[config.mk]
export PLATFORM = sky130hd
export DESIGN_NAME = inst_fetch_queue_flat
export DESIGN_NICKNAME = d
export VERILOG_FILES = /design/src/rtl/inst_fetch_queue_if.sv /design/src/rtl/inst_fetch_queue.sv /design/src/flat_wrapper.sv
export SDC_FILE = /design/constraint.sdc
export NUM_CORES = 1
export LEC_CHECK = 0
export CAP_MARGIN = 20
export CORE_MARGIN = 8
export CORE_UTILIZATION = 27
export DETAILED_ROUTE_END_ITERATION = 12
export GPL_TIMING_DRIVEN = 0
export MAX_ROUTING_LAYER = met4
export PLACE_DENSITY_LB_ADDON = 0.12
export RECOVER_POWER = 100
export REMOVE_ABC_BUFFERS = 1
export SLEW_MARGIN = 20
export SYNTH_ARGS = -nofsm -noshare
export SYNTH_HDL_FRONTEND = slang
export SYNTH_SLANG_ARGS = --single-unit
[constraint.sdc]
create_clock -name clk -period 3.15 [get_ports clk]
set_input_delay 0.7875 -clock clk [delete_from_list [all_inputs] [get_ports clk]]
set_output_delay 0.7875 -clock clk [all_outputs]
set_load 0.02 [all_outputs]
[src/rtl/inst_fetch_queue_if.sv]
// Fetch-queue bus: PC counter handshake, instruction-memory read port and
// the consumer-side instruction stream.
interface inst_fetch_queue_if #(
    parameter int INST_ADDR_WIDTH = 6,
    parameter int INST_WIDTH      = 32
);
    logic [INST_ADDR_WIDTH-1:0] pc_in;
    logic                       pc_adv;
    logic                       imem_ren;
    logic [INST_ADDR_WIDTH-1:0] imem_addr;
    logic [INST_WIDTH-1:0]      imem_rdata;
    logic                       flush;
    logic                       inst_valid;
    logic                       inst_ready;
    logic [INST_WIDTH-1:0]      inst_data;
    logic [INST_ADDR_WIDTH-1:0] inst_pc;

    modport slave (
        input  pc_in, imem_rdata, flush, inst_ready,
        output pc_adv, imem_ren, imem_addr, inst_valid, inst_data, inst_pc
    );

    modport master (
        output pc_in, imem_rdata, flush, inst_ready,
        input  pc_adv, imem_ren, imem_addr, inst_valid, inst_data, inst_pc
    );
endinterface

[src/rtl/inst_fetch_queue.sv]
// Instruction prefetch queue: issues one-cycle-latency memory reads while
// space remains (counting the in-flight read) and buffers tagged words.
module inst_fetch_queue #(
    parameter int INST_ADDR_WIDTH = 6,
    parameter int INST_WIDTH      = 32,
    parameter int DEPTH           = 4
) (
    input  logic                clk,
    input  logic                reset,
    inst_fetch_queue_if.slave   bus
);
    localparam int PW = (DEPTH > 1) ? $clog2(DEPTH) : 1;
    localparam int CW = $clog2(DEPTH + 1);
    localparam int OW = CW + 1;

    logic [CW-1:0]              r_count;
    logic [PW-1:0]              r_wptr;
    logic [PW-1:0]              r_rptr;
    logic                       r_inflight;
    logic [INST_ADDR_WIDTH-1:0] r_inflight_pc;
    logic [INST_WIDTH-1:0]      r_mem_data [DEPTH];
    logic [INST_ADDR_WIDTH-1:0] r_mem_pc   [DEPTH];

    logic          w_valid;
    logic          w_pop;
    logic          w_wr;
    logic          w_ren;
    logic [OW-1:0] w_occ;

    assign w_valid = (r_count != '0);
    assign w_pop   = w_valid & bus.inst_ready;
    assign w_wr    = r_inflight & ~bus.flush;
    // Occupancy after this cycle's pop, including the read already in flight
    assign w_occ   = OW'(r_count) + OW'(r_inflight) - OW'(w_pop);
    // Gating by reset keeps the strobe low while the async reset is held
    assign w_ren   = reset & ~bus.flush & (w_occ < OW'(DEPTH));

    assign bus.imem_ren   = w_ren;
    assign bus.pc_adv     = w_ren;
    assign bus.imem_addr  = bus.pc_in;
    assign bus.inst_valid = w_valid;
    assign bus.inst_data  = r_mem_data[r_rptr];
    assign bus.inst_pc    = r_mem_pc[r_rptr];

    always_ff @(posedge clk or negedge reset) begin
        if (!reset) begin
            r_count    <= '0;
            r_wptr     <= '0;
            r_rptr     <= '0;
            r_inflight <= 1'b0;
        end else if (bus.flush) begin
            r_count    <= '0;
            r_wptr     <= '0;
            r_rptr     <= '0;
            r_inflight <= 1'b0;
        end else begin
            r_inflight <= w_ren;
            if (w_wr)
                r_wptr <= r_wptr + PW'(1);
            if (w_pop)
                r_rptr <= r_rptr + PW'(1);
            case ({w_wr, w_pop})
                2'b10:   r_count <= r_count + CW'(1);
                2'b01:   r_count <= r_count - CW'(1);
                default: r_count <= r_count;
            endcase
        end
    end

    always_ff @(posedge clk) begin
        r_inflight_pc <= bus.pc_in;
        if (w_wr) begin
            r_mem_data[r_wptr] <= bus.imem_rdata;
            r_mem_pc[r_wptr]   <= r_inflight_pc;
        end
    end
endmodule

[src/flat_wrapper.sv]
// flat-port wrapper written by rule: the top's interface ports become plain ports
module inst_fetch_queue_flat 
#(
    parameter int INST_ADDR_WIDTH = 6,
    parameter int INST_WIDTH      = 32,
    parameter int DEPTH           = 4
)
  (clk, reset, bus_pc_in, bus_imem_rdata, bus_flush, bus_inst_ready, bus_pc_adv, bus_imem_ren, bus_imem_addr, bus_inst_valid, bus_inst_data, bus_inst_pc);
  inst_fetch_queue_if #(.INST_ADDR_WIDTH(INST_ADDR_WIDTH), .INST_WIDTH(INST_WIDTH)) bus_i ();
  input  logic clk;
  input  logic reset;
  input wire logic [$bits(bus_i.pc_in)-1:0] bus_pc_in;
  input wire logic [$bits(bus_i.imem_rdata)-1:0] bus_imem_rdata;
  input wire logic [$bits(bus_i.flush)-1:0] bus_flush;
  input wire logic [$bits(bus_i.inst_ready)-1:0] bus_inst_ready;
  output wire logic [$bits(bus_i.pc_adv)-1:0] bus_pc_adv;
  output wire logic [$bits(bus_i.imem_ren)-1:0] bus_imem_ren;
  output wire logic [$bits(bus_i.imem_addr)-1:0] bus_imem_addr;
  output wire logic [$bits(bus_i.inst_valid)-1:0] bus_inst_valid;
  output wire logic [$bits(bus_i.inst_data)-1:0] bus_inst_data;
  output wire logic [$bits(bus_i.inst_pc)-1:0] bus_inst_pc;
  assign bus_i.pc_in = bus_pc_in;
  assign bus_i.imem_rdata = bus_imem_rdata;
  assign bus_i.flush = bus_flush;
  assign bus_i.inst_ready = bus_inst_ready;
  assign bus_pc_adv = bus_i.pc_adv;
  assign bus_imem_ren = bus_i.imem_ren;
  assign bus_imem_addr = bus_i.imem_addr;
  assign bus_inst_valid = bus_i.inst_valid;
  assign bus_inst_data = bus_i.inst_data;
  assign bus_inst_pc = bus_i.inst_pc;
  inst_fetch_queue #(.INST_ADDR_WIDTH(INST_ADDR_WIDTH), .INST_WIDTH(INST_WIDTH), .DEPTH(DEPTH)) u_core (.clk(clk), .reset(reset), .bus(bus_i));
endmodule
### After elaboration in Yosys (flattened, before gate mapping)

Memory sizes are Yosys's and may differ from the RTL's.
Index checks and enable logic that the tools add are counted.

| word-level totals | value |
|---|---|
| register bits after elaboration | 14 |
| RAM bits | 152 |
| input bits | 42 |
| output and inout port bits | 47 |
| word-level logic and storage cells | 34 |
| memories | 2 |

| operators by class | value |
|---|---|
| add/sub/neg operators | 6 |
| magnitude comparators | 1 |
| eq/ne operators | 2 |
| mux-type cells | 9 |
| bitwise operators | 5 |
| reductions and logical operators | 4 |

Memories:

| memory | words | bits a word | read ports | clocked after Yosys merged registers in | wr ports | RTL line | text |
|---|---|---|---|---|---|---|---|
| u_core.r_mem_data | 4 | 32 | 1 | 0 | 1 | inst_fetch_queue.sv:21 | `logic [INST_WIDTH-1:0] r_mem_data [DEPTH];` |
| u_core.r_mem_pc | 4 | 6 | 1 | 0 | 1 | inst_fetch_queue.sv:22 | `logic [INST_ADDR_WIDTH-1:0] r_mem_pc [DEPTH];` |

Operator list:

| cell | number |
|---|---|
| $mux W2 | 4 |
| $pmux W3 S2 | 1 |
| $reduce_bool A3 Y1 | 2 |
| $add A2 B1 Y2 const B | 2 |
| $add A3 B1 Y4 | 1 |
| $and A1 B1 Y1 | 4 |
| $lt A4 B3 Y1 const B | 1 |
| $reduce_bool A2 Y1 | 2 |
| $sub A4 B1 Y4 | 1 |
| $add A3 B1 Y3 const B | 1 |
| $mux W1 | 3 |
| $mux W3 | 1 |
| $sub A3 B1 Y3 const B | 1 |
| $eq A2 B1 Y1 const B | 1 |
| $eq A2 B2 Y1 const B | 1 |
| $not A1 Y1 | 1 |

### Depth between registers and ports, before layout

Gate-level depths: netlist (run 1).

| logic depth | value |
|---|---|
| depth in word-level cells | 6 |
| gate-level depth with buffers | 10 |
| mapped depth without buffers | 8 |

### Least setup slack after synthesis (run 1)

No wires, ideal clock.

| timing path | value |
|---|---|
| path type | input -> output |
| start | input port bus_inst_ready |
| end | output port bus_pc_adv |
| arrival | 2.760 ns |
| slack | -0.397 ns |
| cell stages on the path | 9 |
| path buffers | 1 |
| cell sequence | o31ai_4 -> inv_2 -> ha_1 -> inv_1 -> ha_1 -> nand3b_1 -> a211o_1 -> a311oi_1 -> buf_4 |

| on the way | value |
|---|---|
| longest elaborated chain between the ends | 4 |

RTL lines:

| what | RTL line | text |
|---|---|---|
| start, declared | flat_wrapper.sv:15 | `input wire logic [$bits(bus_i.inst_ready)-1:0] bus_inst_ready;` |
| $and A1 B1 Y1 | inst_fetch_queue.sv:31 | `assign w_pop = w_valid & bus.inst_ready;` |
| $sub A4 B1 Y4 | inst_fetch_queue.sv:34 | `assign w_occ = OW'(r_count) + OW'(r_inflight) - OW'(w_pop);` |
| $lt A4 B3 Y1 | inst_fetch_queue.sv:36 | `assign w_ren = reset & ~bus.flush & (w_occ < OW'(DEPTH));` |
| $and A1 B1 Y1 | inst_fetch_queue.sv:36 |  |
| end, declared | flat_wrapper.sv:16 | `output wire logic [$bits(bus_i.pc_adv)-1:0] bus_pc_adv;` |

Every way passes these cells.

### Worst setup path after layout (run 1)

| timing path | value |
|---|---|
| start | register u_core.r_count[2] |
| end | output port bus_imem_ren |

| on the way | value |
|---|---|
| longest elaborated chain between the ends | 5 |

RTL lines:

| what | RTL line | text |
|---|---|---|
| start, declared | inst_fetch_queue.sv:16 | `logic [CW-1:0] r_count;` |
| start signal, assigned | inst_fetch_queue.sv:63 | `2'b10: r_count <= r_count + CW'(1);` |
| start signal, assigned | inst_fetch_queue.sv:64 | `2'b01: r_count <= r_count - CW'(1);` |
| start signal, assigned | inst_fetch_queue.sv:65 | `default: r_count <= r_count;` |
| branches (longest 2 deep; another with $add A3 B1 Y4) | -- |  |
| $sub A4 B1 Y4 (*) | inst_fetch_queue.sv:34 |  |
| $lt A4 B3 Y1 (*) | inst_fetch_queue.sv:36 |  |
| $and A1 B1 Y1 (*) | inst_fetch_queue.sv:36 |  |
| end, declared | flat_wrapper.sv:17 | `output wire logic [$bits(bus_i.imem_ren)-1:0] bus_imem_ren;` |

Mark *: on every way between the ends.

==> out/metrics.cfg, run 1 <==
[synthesis]
ys_seq_area_share_pct=77.7
syn_avg_cell_area_sq_um=22.4
yosysTopAreaCell=edfxtp_1
syn_inst=281
ys_top_cells_by_area=edfxtp_1 73%, mux4_2 14%, dfrtp_1 3.2%
synth_cell_type_count=31
netlist.area_leader.share_pct=72.6
ys_seq_elements=166
yosysWarningCount=0
syn_area_sq_mm=0.00629

[setup_path]
r2r_setup_slack_ps=1250
r2r_end=u_core.r_inflight$_DFF_PN0_
path_cells=o31ai_4 -> inv_2 -> ha_4 -> inv_2 -> ha_4 -> nand3b_1 -> nand4_1 -> a311oi_2 -> buf_4
reg2reg_from=u_core.r_count[2]$_DFFE_PN0P_
path_class=reg2out
critPathMaxStageDelay_ps=430
cp-end-kind=primary output
rr_worst_depth=8
worst_ep_arrival_time_ps=2410
critPathBufInv=3
cp.required_ps=2360
cp_slowest_cell=dfrtp_2
start_kind=flip-flop
crit_family=compound AO/OA/AOI/OAI gates
cp_max_fo=3

[pwr]
ir_drop_v=0.000447
leakagePower_nw=2.64
power_mw=6.74
power_density_mw_per_mm2=819

[detailed_routing]
vias=2955
drc=0
drt-initial-drc-count=164
wl_per_cell_um=18.3
detail-route-antenna-nets=0
drt_first_pass_iters=4
drt-vias-per-instance=4.17
drt_wl_total_mm=13.0

[cells_and_area]
layout_commonest_cell=edfxtp_1
drive_above_1_share_pct=24.4
layout.cells.non_filler=709
n_antenna_cell=0
n_fill_cell=2165
mostFrequentLayoutCells=152 x edfxtp_1, 45 x clkdlybuf4s50_1, 39 x dlygate4sd3_1, 38 x mux4_2, 17 x clkbuf_16
final_nets=427
area_growth_pct=30.8

[global_routing]
grt_remaining_overflow=0
first_global_vias=3308
grt_usage_pct=9.98
grt_pass1_wl_mm=20.2
grt_max_degree=39
antenna_found_initial=0

[timing]
hold_viol_final=0
tns_ps=-90.3
period_share_pct=101
finalClockSkew_ps=8.25
maxSlewHeadroom_pct=54.4
drv_slew=0
finalCriticalPeriod_ps=3200
fmax_mhz=313
tightestPinTransition_ps=684
whs_ps=476
setup_ws_ps=-45.7
rsz0062_at_grt=true
final-setup-viol-count=2

[floorplan]
die_h_um=169
num_io_pins=89
core_sq_mm=0.0232
initial_core_util_pct=27.1
die_area_sq_mm=0.0284
die_x_um=169
rows=56

[cts]
clk_pin_slew_ps=70
clk_path_buf_depth=2
cts-root-buf=clkbuf_16
insertion_delay_ps=410
cts_tree=done
cts_hold_buf=0
cts_inserted_buffers=17
clock-sinks=166
htreeDepth=4

[worst_hold_path]
hold_depth=0
min_to=u_core.r_mem_pc[2][3]$_DFFE_PP_
hp-start=u_core.r_inflight_pc[3]$_DFF_P_
min_path_type=reg2reg

[placement]
dp_hpwl_mm=7.26
gp_congestion=0.715
io_buffers=88
dp.cells=670

[flow_run]
maxCapViolations=0

[status]
status=finished with violations
violations=setup timing

-- what timing repair did --
action / CTS / global route
gates resized for setup: 23 / 1
setup endpoints to repair: 34 / 3
pin swaps: 6 / 1
buffers inserted: 6 / 1
-- logic make-up after synthesis --
kind of cell | count (synthesis) | synth area share [%]
adders and majority gates | 8 | 1.71
DFF | 166 | 77.7
xor gates and xnor gates | 4 | 0.677
AOI/OAI and AO/OA | 8 | 1.23
muxes | 41 | 14.1
buffers and inverters | 31 | 2.67
and+or+nand+nor | 23 | 1.89
-- flip-flops by register name, summed over array words and instances (netlist names) --
signal and count:
u_core.r_mem_data 128, u_core.r_inflight_pc 6, u_core.r_rptr 2, u_core.r_wptr 2, u_core.r_count 3, u_core.r_inflight 1
u_core.r_mem_pc 24
-- area by class of cell --
cell class	count	area, sq um	share of cell area, %
Clock inverter	15	195	2.37
Timing Repair Buffer	96	978	11.9
Clock buffer	17	425	5.17
Multi-Input combinational cell	84	1280	15.6
Inverter	12	45.0	0.548
Sequential cell	166	4890	59.5
Tap cell	319	399	4.85
-- metrics by stage --
step	instance area, sq um	setup WS [ps]	util (%)
after floorplan	6160	-540	-
after global placement	7440	-1460	32.1
after detailed placement	7500	-1150	32.3
after CTS	8210	-68.0	35.4
after global routing	8220	-170	35.5
final	8220	-45.7	35.5
-- where the power goes --
part           switching [mW]  internal, mW  total (mW)
sequential              0.110          2.56        2.67
clock                   0.892          1.27        2.16
combinational           0.919         0.985        1.90
-- layer usage --
metal	global-route usage (%)	share of wire [%]	vias to the layer above
met5	-	0	-
met4	4.31	2.1	0
met3	2.75	4.5	17
met2	15.4	48	71
met1	12.2	45	1529
li1	-	-	1338
-- worst max-delay path by stage --
stage / startpoint / end / slack (ps) / depth (start not counted)
final: u_core.r_count[2]$_DFFE_PN0P_ / bus_imem_ren / -50 / 9
after global routing: u_core.r_count[2]$_DFFE_PN0P_ / bus_imem_ren / -170 / 9
after detailed placement: bus_inst_ready / bus_imem_ren / -1150 / 10
after global placement: u_core.r_rptr[0]$_DFFE_PN0P_ / bus_inst_data[6] / -1460 / 2
after CTS: u_core.r_count[2]$_DFFE_PN0P_ / bus_imem_ren / -70 / 9
after floorplan: bus_inst_ready / bus_imem_ren / -540 / 8
-- synthesized netlist by cell type --
cell type	instances
a211o_1	1
a21oi_1	1
a311oi_1	2
and3_1	4
buf_2	2
buf_4	11
buf_6	1
clkbuf_1	5
dfrtp_1	8
dfxtp_1	6
edfxtp_1	152
fa_1	1
ha_1	7
inv_1	11
inv_2	1
mux2_1	1
mux2i_1	2
mux4_2	38
nand2_1	2
nand3_1	3
nand3b_1	1
nand4_1	3
nor2_1	8
nor3b_1	2
o2111ai_1	1
o211ai_1	1
o311ai_0	1
o31ai_4	1
xnor2_1	2
xnor2_2	1
xor2_1	1
(Power assumes the default switching activity.)
==> run 2, diff against run 1 <==
Settings changed: SETUP_SLACK_MARGIN set to 0.15.
Clock period 3.15 ns to 3.22 ns, I/O delays scaled along.
==> run 2 against run 1 <==
Compared with the run above:
- critical path type unchanged
- hold slack about the same
- the flow now finishes without violations
- flip-flop and latch count unchanged
- die area unchanged
- combinational power about the same
- critical endpoint unchanged
- highest routed layer unchanged
- cell area up 0.62%
- register-to-register slack better by 60 ps
==> out/metrics.cfg, run 2 (synthesis gave the netlist of run 1 again) <==
[cts]
cts_inserted_buffers=17  ; unchanged
insertion_delay_ps=410  ; about the same
cts-root-buf=clkbuf_16
cts_tree=done
clk_pin_slew_ps=70  ; about the same
clk_path_buf_depth=2  ; unchanged
clock-sinks=166  ; unchanged
htreeDepth=4  ; unchanged

[placement]
place_ws_ps=-1110  ; +35.0 ps
gp_congestion=0.715  ; unchanged
placed_area_sq_mm=0.00750  ; unchanged
dp_hpwl_mm=7.26  ; unchanged
io_buffers=88  ; unchanged

[cells_and_area]
mostFrequentLayoutCells=152 x edfxtp_1, 39 x dlygate4sd3_1, 38 x mux4_2, 24 x clkdlybuf4s50_1, 17 x clkbuf_16
largest_register_ffs=128  ; unchanged
top_regs=u_core.r_mem_data: 128 flops, u_core.r_mem_pc: 24 flops, u_core.r_inflight_pc: 6 flops
drive_above_1_share_pct=24.7  ; +0.39 points
n_antenna_cell=0  ; unchanged
stdcell_area_sq_mm=0.00827  ; +0.62%
area_growth_pct=31.6
largest_register=u_core.r_mem_data
final_nets=429  ; +0.47%
layout_commonest_cell=edfxtp_1

[detailed_routing]
wl_per_cell_um=18.7  ; +2.0%
vias=2964  ; +0.30%
drt-initial-drc-count=185  ; +13%
drt_wl_total_mm=13.3  ; +2.3%
drc=0  ; unchanged
detail-route-antenna-nets=0  ; unchanged
drt_first_pass_iters=4  ; unchanged
drt-vias-per-instance=4.17  ; about the same

[flow_run]
maxCapViolations=0  ; unchanged

[global_routing]
grt_remaining_overflow=0  ; unchanged
grt_pass1_wl_mm=20.5  ; +1.5%
antenna_found_initial=0  ; unchanged
first_global_vias=3321  ; +0.39%
grt_max_degree=39  ; unchanged
grt_usage_pct=10.2  ; +0.19 points

[setup_path]
critPathMaxStageDelay_ps=430  ; about the same
cp-end-kind=primary output
r2r_setup_slack_ps=1310  ; +60 ps
crit_start=u_core.r_count[2]$_DFFE_PN0P_
cp.required_ps=2410  ; +50 ps
r2r_end=u_core.r_count[2]$_DFFE_PN0P_
critPathCapture=bus_imem_ren
reg2reg_from=u_core.r_count[2]$_DFFE_PN0P_
path_cells=o31ai_4 -> inv_2 -> ha_4 -> inv_2 -> ha_4 -> nand3b_1 -> nand4_1 -> a311oi_2 -> buf_4
path_class=reg2out
start_kind=flip-flop
worst_ep_arrival_time_ps=2410  ; about the same
rr_worst_depth=8  ; unchanged
cp_slowest_cell=dfrtp_2
cp_max_fo=3  ; unchanged

[timing]
fmax_mhz=311
rsz0062_at_grt=true
final-setup-viol-count=0  ; -2
setup_ws_ps=3.03  ; +48.7 ps
tns_ps=0  ; +90.3 ps
drv_slew=0  ; unchanged
maxSlewHeadroom_pct=54.7  ; +0.34 points
finalClockSkew_ps=8.50  ; +0.251 ps
hold_viol_final=0  ; unchanged
period_share_pct=99.9
finalCriticalPeriod_ps=3220
tightestPinTransition_ps=679  ; -5.05 ps

[floorplan]
core_sq_mm=0.0232  ; unchanged
initial_core_util_pct=27.1  ; unchanged
die_h_um=169  ; unchanged
rows=56  ; unchanged
num_io_pins=89  ; unchanged
die_area_sq_mm=0.0284  ; unchanged
die_x_um=169  ; unchanged

[pwr]
power_density_mw_per_mm2=797  ; -2.7%
leakagePower_nw=2.75  ; +4.3%
ir_drop_v=0.000437  ; -2.3%
power_mw=6.60  ; -2.1%

[status]
status=finished clean

[worst_hold_path]
min_path_type=reg2reg
hp-start=u_core.r_inflight_pc[3]$_DFF_P_

==> run 2: changes by cell type in the layout (fill, tap and decap cells not counted), sizes merged <==
cell	change
clkdlybuf4s50	-21
dlygate4sd2	+13
dlymetal6s2s	+8
buf	+1
bufbuf	+1
==> run 2: critical path, delay by kind of cell (launching register included) <==
kind / cells / cell delay, ps
AO/OA/AOI/OAI: 2 / 600
buffers and inverters: 3 / 340
adder cells (fa/ha/maj): 2 / 350
AND/OR/NAND/NOR: 2 / 280
flip-flops: 1 / 430
==> run 2: layer usage <==
metal  GRT usage [%]  wire length (um)  vias up
met2            15.5              6430       74
met3            2.73               578       17
li1                -                 -     1340
met4            4.31               270        0
met5               -                 0        -
met1            12.7              6020     1533
==> run 2: how the worst min path moves through the flow <==
stage / endpoint / slack [ps] / depth (start not counted)
2_1_floorplan: u_core.r_mem_pc[0][0]$_DFFE_PP_ / 440 / 0
3_3_place_gp: u_core.r_mem_pc[0][5]$_DFFE_PP_ / 450 / 0
3_5_place_dp: u_core.r_mem_pc[3][3]$_DFFE_PP_ / 460 / 0
4_1_cts: u_core.r_mem_pc[3][3]$_DFFE_PP_ / 480 / 0
5_1_grt: u_core.r_mem_pc[2][3]$_DFFE_PP_ / 490 / 0
6_report: u_core.r_mem_pc[2][3]$_DFFE_PP_ / 480 / 0
==> run 2: final cells by class <==
class | instances | area, sq um
flip-flops and latches | 166 | 4890
inverters | 12 | 45.0
fillers | 2161 | 14900
clock buffers | 17 | 425
well taps | 319 | 399
multi-input cells | 84 | 1280
clock inverters | 15 | 195
repair buffers | 98 | 1030
==> run 2: where the power goes <==
group / leakage (nW) / total, mW / internal, mW / switching, mW
Sequential: 1.52 / 2.61 / 2.50 / 0.104
Clock: 0.301 / 2.11 / 1.24 / 0.871
Combinational: 0.930 / 1.87 / 0.959 / 0.915
Total: 2.75 / 6.60 / 4.71 / 1.89
==> run 2: timing repair <==
item | 4_1_cts | 5_1_grt
pin swaps | 6 | 1
buffers inserted | 7 | 1
setup endpoints to repair | 40 | 11
hold buffers | 0 | 0
resized for setup | 36 | 9
cloned | 1 | 0
==> run 2: per-stage QoR <==
step | std cells | util (%) | hold slack (ps)
after floorplan | 262 | - | 438
after global placement | 669 | 32.1 | 450
after detailed placement | 670 | 32.3 | 464
after CTS | 710 | 35.5 | 481
after global routing | 711 | 35.7 | 490
final | 711 | 35.7 | 476
==> run 3, diff against run 2 <==
Settings changed: CORE_MARGIN 8 to unset.
==> run 3 against run 2 <==
Compared with the run above:
- the run now ends with setup timing left
- non-clock buffer count increased by 16
- global-route usage rose by 1.7 points
- hold slack worse by 1.5 ps
- clock power decreased by 2%
- routed wire length is 2.9% lower
- via count rose by 2.5%
- utilization grew 0.32 points
- critical endpoint is now u_core.r_count[0]$_DFFE_PN0P_
==> out/metrics.cfg, run 3 (synthesis gave the netlist of run 1 again) <==
[pwr]
power_mw=6.60  ; about the same
clkPwrFrac_pct=31.2  ; -0.8 points
p_comb_share_pct=29.5  ; +1.1 points
intPower_mw=4.71  ; about the same
leakagePower_nw=2.69  ; -2.4%
p_switching_mw=1.89  ; -0.11%
power_density_mw_per_mm2=807  ; +1.2%
seqPwrFrac_pct=39.3  ; -0.2 points
ir_drop_v=0.000317  ; -27%
p_sw_share_pct=28.6  ; about the same

[detailed_routing]
drc=0  ; unchanged
drt-vias-per-instance=4.36  ; +4.7%
drt-initial-drc-count=179  ; -3.2%
wl_per_cell_um=18.6  ; -0.86%
drt_first_pass_iters=4  ; unchanged
detail-route-antenna-nets=0  ; unchanged
vias=3037  ; +2.5%
drt_wl_total_mm=12.9  ; -2.9%

[global_routing]
antenna_found_initial=3  ; +3
grt_pass1_wl_mm=19.4  ; -5.4%
grt_max_degree=39  ; unchanged
met3_usage_pct=3.78  ; +1.1 points
met1_usage_pct=14.5  ; +1.9 points
grt_usage_pct=11.9  ; +1.7 points
first_global_vias=3283  ; -1.1%
busiest_layer=met2
use_met2_pct=18.2  ; +2.7 points
grt_remaining_overflow=0  ; unchanged

[floorplan]
die_x_um=155  ; -8.3%
die_h_um=155  ; -8.3%
core_sq_mm=0.0227  ; -2.1%
initial_core_util_pct=27.7  ; +0.58 points
num_io_pins=89  ; unchanged
rows=55  ; -1.8%
die_area_sq_mm=0.0239  ; -16%

[cells_and_area]
drive_above_1_share_pct=28.2  ; +3.4 points
final_nets=445  ; +3.7%
post-route-util_pct=36.0  ; +0.32 points
stdcell_area_sq_mm=0.00817  ; -1.2%
mostFrequentLayoutCells=152 x edfxtp_1, 46 x dlygate4sd3_1, 38 x mux4_2, 24 x buf_4
largest_register=u_core.r_mem_data
top_regs=u_core.r_mem_data: 128 flops, u_core.r_mem_pc: 24 flops, u_core.r_inflight_pc: 6 flops
largest_register_ffs=128  ; unchanged
area_growth_pct=30.0
layout_commonest_cell=edfxtp_1

[setup_path]
rr_worst_depth=19  ; +11
cp_slowest_cell=dfrtp_2
critPathMaxStageDelay_ps=430  ; about the same
reg2reg_from=u_core.r_count[1]$_DFFE_PN0P_
worst_ep_arrival_time_ps=3570  ; +1160 ps
path_class=reg2reg
cp-end-kind=flip-flop
cpMostUsedCell=buf_4
r2r_setup_slack_ps=-50  ; -1360 ps
path_cells=o31ai_4 -> inv_2 -> buf_4 -> buf_4 -> buf_4 -> buf_4 -> buf_4 -> buf_4 -> buf_4 -> buf_4 -> buf_4 -> buf_4 -> buf_4 -> buf_4 -> buf_4 -> buf_4 -> buf_4 -> xnor2_2 -> mux2_1
crit_start=u_core.r_count[1]$_DFFE_PN0P_
critPathCapture=u_core.r_count[0]$_DFFE_PN0P_
cp_max_fo=3  ; unchanged
start_kind=flip-flop
cp.required_ps=3520  ; +1110 ps
r2r_end=u_core.r_count[0]$_DFFE_PN0P_

[cts]
clock-sinks=166  ; unchanged
clk_pin_slew_ps=60  ; about the same
cts_tree=done
cts-root-buf=clkbuf_16
cts_hold_buf=0  ; unchanged
cts_inserted_buffers=17  ; unchanged
insertion_delay_ps=410  ; about the same
htreeDepth=4  ; unchanged
clk_path_buf_depth=2  ; unchanged

[timing]
rsz0062_at_grt=true
tightestPinTransition_ps=682  ; +3.00 ps
final-setup-viol-count=7  ; +7
setup_ws_ps=-52.6  ; -55.6 ps
maxSlewHeadroom_pct=54.5  ; -0.20 points
finalCriticalPeriod_ps=3270  ; +55.6 ps
finalClockSkew_ps=8.76  ; +0.265 ps
whs_ps=475  ; -1.54 ps
period_share_pct=102  ; +1.7 points
drv_slew=0  ; unchanged
hold_viol_final=0  ; unchanged
fmax_mhz=306  ; -1.7%

[placement]
gp_congestion=0.704  ; -1.5%
dp_hpwl_mm=6.67  ; -8.1%
placed_area_sq_mm=0.00745  ; -0.67%
place_ws_ps=-1150  ; -42.8 ps
io_buffers=88  ; unchanged

[status]
violations=setup timing
status=finished with violations

[flow_run]
maxCapViolations=0  ; unchanged

[worst_hold_path]
min_path_type=reg2reg

[run 3: changes by cell type in the layout (fill, tap and decap cells not counted), sizes merged]
cell,change
clkbuf,+20
dlygate4sd3,+7
dlygate4sd2,-11
buf,+15
diode,+3
bufbuf,-1
dlymetal6s2s,-7
clkinv,+1
clkdlybuf4s50,-6
inv,-2
[run 3: worst min-delay path by stage]
stage / slack, ps / to / cells after the start / from
2_1_floorplan: 440 / u_core.r_mem_pc[0][0]$_DFFE_PP_ / 0 / u_core.r_inflight_pc[0]$_DFF_P_
3_3_place_gp: 460 / u_core.r_mem_pc[3][4]$_DFFE_PP_ / 0 / u_core.r_inflight_pc[4]$_DFF_P_
3_5_place_dp: 460 / u_core.r_mem_pc[0][1]$_DFFE_PP_ / 0 / u_core.r_inflight_pc[1]$_DFF_P_
4_1_cts: 480 / u_core.r_mem_pc[0][1]$_DFFE_PP_ / 0 / u_core.r_inflight_pc[1]$_DFF_P_
5_1_grt: 490 / u_core.r_mem_pc[1][1]$_DFFE_PP_ / 0 / u_core.r_inflight_pc[1]$_DFF_P_
6_report: 470 / u_core.r_mem_pc[0][1]$_DFFE_PP_ / 0 / u_core.r_inflight_pc[1]$_DFF_P_
[run 3: worst max-delay path: cells and delay by family (launching register included)]
| kind | cells | cell delay [ps] |
|---|---|---|
| compound gates | 1 | 270 |
| xor+xnor | 1 | 180 |
| buf+inv | 16 | 1940 |
| flops | 1 | 430 |
| mux | 1 | 340 |
[run 3: power by group through the flow]
stage	Combinational [mW]	Clock (mW)	Sequential (mW)
2_1_floorplan	0.952	0	2.73
4_1_cts	2.08	2.12	2.61
6_report	1.95	2.06	2.60
5_1_grt	2.10	2.20	2.61
3_3_place_gp	1.59	0	2.83
3_5_place_dp	1.68	0	2.76
[run 3: stage by stage]
step / setup TNS [ps] / std cells
after floorplan: -1010 / 262
after global routing: -1910 / 696
after global placement: -186110 / 635
after CTS: -106 / 692
final: -123 / 696
after detailed placement: -2310 / 636
[run 3: what timing repair did]
item                                    4_1_cts  5_1_grt
pin swaps                                     6        1
cloned                                        0        0
endpoints found under the setup margin       40       20
resized for setup                            27       21
setup buffers                                24        1
[run 3: layer usage]
metal / part of all wire [%] / vias up
li1: - / 1377
met1: 47 / 1572
met2: 47 / 76
met3: 4.0 / 12
met4: 1.8 / 0
met5: 0 / -
[run 3: final cells by class]
type	instances	area [sq um]
Antenna cell	3	7.51
Fill cell	2129	14500
Sequential cell	166	4900
Clock buffer	18	429
Inverter	12	47.5
Clock inverter	14	174
Multi-Input combinational cell	84	1280
Tap cell	285	357
Timing Repair Buffer	114	978
